===== config.mk =====
export PLATFORM = sky130hd
export DESIGN_NAME = inst_seq
export DESIGN_NICKNAME = d
export VERILOG_FILES = /design/src/rtl/inst_seq_pkg.sv /design/src/rtl/inst_seq_addr_cnt.sv /design/src/rtl/inst_seq.sv
export SDC_FILE = /design/constraint.sdc
export NUM_CORES = 1
export LEC_CHECK = 0
export BUFFER_PORTS_ARGS = -buffer_cell sky130_fd_sc_hd__buf_2
export CORE_MARGIN = 8
export CORE_UTILIZATION = 40
export CTS_CLUSTER_DIAMETER = 150
export CTS_CLUSTER_SIZE = 30
export DETAILED_ROUTE_END_ITERATION = 8
export PLACE_DENSITY = 0.71
export REMOVE_ABC_BUFFERS = 1
export SETUP_SLACK_MARGIN = 0.05
export SLEW_MARGIN = 20
export SYNTH_ARGS = -nofsm -noshare
export SYNTH_HDL_FRONTEND = slang
export SYNTH_SLANG_ARGS = --single-unit

===== constraint.sdc =====
create_clock -name clk -period 4.8 [get_ports clk]
set_clock_uncertainty 0.05 [all_clocks]
set_input_delay 0.72 -clock clk [delete_from_list [all_inputs] [get_ports clk]]
set_output_delay 0.72 -clock clk [all_outputs]
set_load 0.01 [all_outputs]

===== src/rtl/inst_seq_pkg.sv =====
// Shared definitions for the instruction sequencer: FSM states, instruction
// word bit positions and the quiescent (IDLE) instruction value.
package inst_seq_pkg;

  typedef enum logic [3:0] {
    IDLE,
    W_MEM,
    X_MEM,
    W_L0,
    K_LOAD,
    GAP,
    X_EXEC,
    DRAIN,
    FIN
  } state_t;

  localparam int INST_W = 34;
  localparam int ADDR_W = 11;
  localparam int CNT_W  = 12;

  localparam int ACC_BIT       = 33;
  localparam int PSUM_CEN      = 32;
  localparam int PSUM_WEN      = 31;
  localparam int PSUM_ADDR_LSB = 20;
  localparam int XMEM_CEN      = 19;
  localparam int XMEM_WEN      = 18;
  localparam int XMEM_ADDR_LSB = 7;
  localparam int OFIFO_RD      = 6;
  localparam int IFIFO_WR      = 5;
  localparam int IFIFO_RD      = 4;
  localparam int L0_RD         = 3;
  localparam int L0_WR         = 2;
  localparam int EXECUTE       = 1;
  localparam int LOAD          = 0;

  // SRAM enables are active-low, so the idle word keeps both CEN/WEN pairs high.
  localparam logic [INST_W-1:0] IDLE_INST = 34'h1_800C_0000;

endpackage


===== src/rtl/inst_seq_addr_cnt.sv =====
// Saturating up-counter with synchronous clear and a terminal-count flag.
// The terminal value is an input so one counter can serve phases of
// different lengths.
module addr_cnt #(
  parameter int W = 12
) (
  input  logic         clk,
  input  logic         reset,
  input  logic         clear,
  input  logic         en,
  input  logic [W-1:0] term,
  output logic [W-1:0] count,
  output logic         at_term
);

  assign at_term = (count == term);

  // Count up on enable, hold at the terminal value, clear has priority.
  always_ff @(posedge clk) begin
    if (reset || clear) begin
      count <= '0;
    end else if (en && !at_term) begin
      count <= count + 1'b1;
    end
  end

endmodule


===== src/rtl/inst_seq.sv =====
// Instruction sequencer: streams weights and activations into SRAM, loads
// the L0/PE array, executes, and drains the output FIFO into psum SRAM.
module inst_seq
  import inst_seq_pkg::*;
#(
  parameter int bw      = 4,
  parameter int psum_bw = 16,
  parameter int row     = 8,
  parameter int col     = 8,
  parameter int LEN     = 36
) (
  input  logic                clk,
  input  logic                reset,
  input  logic                start,
  input  logic [row*bw-1:0]   din,
  input  logic                din_valid,
  output logic                din_ready,
  input  logic                ofifo_valid,
  output logic [INST_W-1:0]   inst,
  output logic [row*bw-1:0]   D_xmem,
  output logic                xw_mode,
  output logic                sfp_reset,
  output logic                busy,
  output logic                done
);

  // Reject parameter sets the address fields and psum width cannot hold.
  if (LEN < 1 || LEN > 2048 || psum_bw < 2 * bw) begin : g_param_check
    $error("inst_seq: unsupported parameter combination");
  end

  state_t state, state_next;

  logic [CNT_W-1:0] x_cnt, x_term, p_cnt;
  logic             x_en, x_at_term, p_en, p_at_term, cnt_clr;
  logic             rd_fire, pend_wr;

  // Every state starts its phase with both counters at zero.
  assign cnt_clr = (state_next != state);

  addr_cnt #(.W(CNT_W)) u_xcnt (
    .clk     (clk),
    .reset   (reset),
    .clear   (cnt_clr),
    .en      (x_en),
    .term    (x_term),
    .count   (x_cnt),
    .at_term (x_at_term)
  );

  addr_cnt #(.W(CNT_W)) u_pcnt (
    .clk     (clk),
    .reset   (reset),
    .clear   (cnt_clr),
    .en      (p_en),
    .term    (CNT_W'(LEN - 1)),
    .count   (p_cnt),
    .at_term (p_at_term)
  );

  // State register.
  always_ff @(posedge clk) begin
    if (reset) state <= IDLE;
    else       state <= state_next;
  end

  // An ofifo read this cycle becomes a psum write next cycle.
  always_ff @(posedge clk) begin
    if (reset) pend_wr <= 1'b0;
    else       pend_wr <= rd_fire;
  end

  // Next-state logic and per-state instruction/handshake outputs.
  always_comb begin
    state_next = state;
    inst       = IDLE_INST;
    D_xmem     = '0;
    xw_mode    = 1'b0;
    din_ready  = 1'b0;
    sfp_reset  = 1'b0;
    busy       = (state != IDLE);
    done       = 1'b0;
    x_en       = 1'b0;
    x_term     = '0;
    p_en       = 1'b0;
    rd_fire    = 1'b0;

    case (state)
      IDLE: begin
        if (start) begin
          sfp_reset  = 1'b1;
          state_next = W_MEM;
        end
      end

      W_MEM, X_MEM: begin
        din_ready = 1'b1;
        xw_mode   = (state == W_MEM);
        x_term    = (state == W_MEM) ? CNT_W'(col - 1) : CNT_W'(LEN - 1);
        if (din_valid) begin
          x_en                                = 1'b1;
          D_xmem                              = din;
          inst[XMEM_CEN]                      = 1'b0;
          inst[XMEM_WEN]                      = 1'b0;
          inst[XMEM_ADDR_LSB +: ADDR_W]       = ADDR_W'(x_cnt);
          if (x_at_term) begin
            state_next = (state == W_MEM) ? X_MEM : W_L0;
          end
        end
      end

      W_L0: begin
        xw_mode = 1'b1;
        x_term  = CNT_W'(col);
        x_en    = 1'b1;
        if (x_cnt < CNT_W'(col)) begin
          inst[XMEM_CEN]                = 1'b0;
          inst[XMEM_ADDR_LSB +: ADDR_W] = ADDR_W'(x_cnt);
        end
        if (x_cnt != '0) inst[L0_WR] = 1'b1;
        if (x_at_term)   state_next  = K_LOAD;
      end

      K_LOAD: begin
        x_term      = CNT_W'(col + row - 1);
        x_en        = 1'b1;
        inst[L0_RD] = 1'b1;
        inst[LOAD]  = 1'b1;
        if (x_at_term) state_next = GAP;
      end

      GAP: begin
        state_next = X_EXEC;
      end

      X_EXEC: begin
        x_term = CNT_W'(LEN + row);
        x_en   = 1'b1;
        if (x_cnt < CNT_W'(LEN)) begin
          inst[XMEM_CEN]                = 1'b0;
          inst[XMEM_ADDR_LSB +: ADDR_W] = ADDR_W'(x_cnt);
        end
        if (x_cnt != '0 && x_cnt <= CNT_W'(LEN)) inst[L0_WR] = 1'b1;
        if (x_cnt != '0) begin
          inst[L0_RD]   = 1'b1;
          inst[EXECUTE] = 1'b1;
        end
        if (x_at_term) state_next = DRAIN;
      end

      DRAIN: begin
        x_term         = CNT_W'(LEN);
        rd_fire        = ofifo_valid && !x_at_term;
        x_en           = rd_fire;
        inst[OFIFO_RD] = rd_fire;
        inst[ACC_BIT]  = 1'b0;
        if (pend_wr) begin
          p_en                          = 1'b1;
          inst[PSUM_CEN]                = 1'b0;
          inst[PSUM_WEN]                = 1'b0;
          inst[PSUM_ADDR_LSB +: ADDR_W] = ADDR_W'(p_cnt);
          if (p_at_term) state_next = FIN;
        end
      end

      FIN: begin
        done       = 1'b1;
        state_next = IDLE;
      end

      default: begin
        state_next = IDLE;
      end
    endcase
  end

endmodule

==> results.yml <==
pwr:
  comb_power_share_pct: 52.7
  switchingPower_mw: 0.4741
  peakVddDrop_mv: 0.1943
  pwr-share-seq_pct: 27.8
  p_clk_share_pct: 19.5
  p_per_area_mw_per_mm2: 376.7
  p_leak_nw: 1.438
  p_int_mw: 0.5906
  p_sw_share_pct: 44.53
place:
  dp_hpwl_mm: 5.215
  place_area_mm2: 0.002740
  portBuffers: 104
  dp.cells: 452
  pre_cts_slack_ns: 1.539
  gp_congestion: 0.8930
logic_synthesis:
  synth-async-reset-ratio_pct: 0
  synth_xor_area_share_pct: 8.104
  synth_adder_area_share_pct: 1.654
  synth-compound-area-share_pct: 12.02
  synth_warnings: 0
  synthFlopType: "dfxtp_1"
  synth_mux_area_share_pct: 1.819
  synth_seq_cells: 29
  synthSimpleGateAreaFrac_pct: 42.61
  postSynthAreaPerCell_um2: 7.491
  yosysSeqAreaShare_pct: 25.58
  netlist_area_mm2: 0.002270
  ys_types: 52
  synthCells: 303
  synth-edff-count: 0
  synth_top_family_by_area: "simple AND/OR/NAND/NOR gates"
route:
  drt_pass1_iterations: 4
  vias: 2447
  drt_iter0_drc: 225
  remaining_drc_errors: 0
  wl_per_cell_um: 14.76
  drtAntennaViolNets: 0
  viasPerCell: 5.331
  wirelength_mm: 6.776
floorplan:
  die_width_um: 91.33
  core_mm2: 0.005507
  initial_core_util_pct: 41.22
  die_area_mm2: 0.008340
  die_h_um: 91.33
  ios: 108
  placementRows: 27
timing:
  fmax_mhz: 279.0
  min_period_ns: 3.584
  max_slew_margin_pct: 42.58
  maxSlewViolCount: 0
  setup_viol: 0
  rsz0062_at_grt: "no"
  worst_slack_ns: 1.216
  worstMarginPinSlew_ns: 0.8502
  setup-tns-final_ns: 0
  final.period_utilization_pct: 74.68
  hold_viol: 0
setup_path:
  cp.required_ns: 4.03
  cp.arrival_ns: 2.81
  start_kind: "register"
  end_kind: "primary output"
  crit_fanout: 25
  crit_type: "register to primary output"
grt:
  grtUsageTotal_pct: 15.35
  grt_max_degree: 39
  grt_pass1_wl_mm: 10.83
  antenna_found_initial: 0
  gr-total-overflow: 0
  grt_pass1_vias: 2171
finish:
  nets: 427
  fin_cells: 459
  syn_to_final_growth_pct: 24.53
  fin_area_mm2: 0.002826
  utilization_pct: 51.33
  num_antenna_cells: 0
  drive_gt1_share_pct: 31.27
  num-fill-cells: 537
cts:
  post-cts-setup-buffer-count: 0
  cts_tree: "yes"
  cts_htree_levels: 2
  clk_path_buf_depth: 2
  cts.clk_slew.worst_paths_ns: 0.06
  cts_hold_buf: 0
  cts_resized: 0
  cts_made_buffers: 5
  clock_latency_ns: 0.28
  cts_root_buffer: "clkbuf_8"
  clock_sinks: 29
run:
  drv_cap: 0
worst_hold_path:
  hold_path.class: "register to register"
run_status:
  status: "complete, no violations"
## cell usage in the layout (no fill, tap or decap), types with 2 or more instances in the layout
master      n
buf_2     104
and3_1     45
nor2_1     35
dfxtp_1    29
nand2_1    15
xnor2_1    13
and2_1     13
a21oi_1    12
nand3_1    11
nor3_1     10
xor2_1      8
or3_1       7
inv_1       6
clkbuf_8    6
o21ai_0     5
nor4_1      5
nand4_1     5
nand2b_1    4
nor2b_1     4
o21ai_1     4
mux2i_1     3
or4_1       3
a211o_1     3
ha_1        3
conb_1      3
and4b_1     2
a31oi_1     2
nor4b_1     2
a211oi_1    2
## path summary, 6_finish.rpt
check	start	endpoint	slack, ns	cells after the start
setup / recovery	state[0]	inst[6]	1.22	6
hold / removal	u_xcnt.count[11]	u_xcnt.count[11]	0.48	2
setup reg to reg	state[0]	u_pcnt.count[10]	1.75	6
hold reg to reg	u_xcnt.count[11]	u_xcnt.count[11]	0.48	2
## cells in the mapped netlist, drive strengths merged (3+ instances only)
library cell  count  area [um^2]
nand4             5        31.28
xnor2            13        113.9
a21oi            12        60.06
o21ai             9        45.04
mux2i             3        30.03
clkbuf           17        63.81
or4               4        33.78
nor3             11        55.05
nor2b             4        25.02
buf              13        96.34
nor4              7        65.06
dfxtp            29        580.6
nand3            11        55.05
and3             45        281.5
and2             13        81.33
nand2            15        56.30
or3               7        43.79
a211o             4        36.29
nor2             35        131.4
nand2b            5        38.78
inv               6        22.52
ha                3        37.54
xor2              8        70.07
## critical path, cell delays in order, from the launching register on
cell and delay (ns):
dfxtp_1 0.80, nor2b_1 0.34, nor3_1 0.08, or4_4 0.53, nor4_4 0.51, nor2_1 0.11
buf_2 0.16
## kinds of logic after synthesis
group,Yosys count
compound gates,39
xor+xnor,21
fa+ha+maj,3
buf+inv,36
flops,29
mux,4
other cells,1
simple gates,170
## metrics by stage
step                total power [mW]  hold WS, ns
finish                         1.065       0.4787
global route                   1.136       0.5169
CTS                            1.072       0.4806
floorplan                     0.6610       0.4349
detailed placement            0.8646       0.4609
global placement              0.8529       0.4560
## cell type report
type	count	area (um^2)	area share (%)
clock buffer	7	86.33	3.054
tap	72	90.09	3.187
sequential	29	580.6	20.54
timing repair buffer	105	528.0	18.68
inverter	6	22.52	0.7968
multi-input combinational	240	1519	53.74
## layer usage
| metal | vias to the layer above | part of all wire, % | GRT usage (%) |
|---|---|---|---|
| met1 | 1110 | 42 | 17.27 |
| li1 | 1227 | - | - |
| met5 | - | 0 | 0 |
| met3 | 9 | 9.1 | 5.514 |
| met4 | 0 | 1.5 | 5.730 |
| met2 | 101 | 47 | 26.00 |
## flip-flops by register name (all words and copies together), names as in the netlist
signal,count
u_pcnt.count,12
pend_wr,1
state,4
u_xcnt.count,12
## power by group through the flow
stage          combinational [mW]  sequential (mW)  clock, mW
2_1_floorplan               0.372            0.289          0
3_3_place_gp                0.555            0.298          0
3_5_place_dp                0.564            0.300          0
4_1_cts                     0.565            0.295      0.211
5_1_grt                     0.613            0.299      0.223
6_report                    0.561            0.296      0.207
No activity file was read; power rests on OpenSTA's default activity.
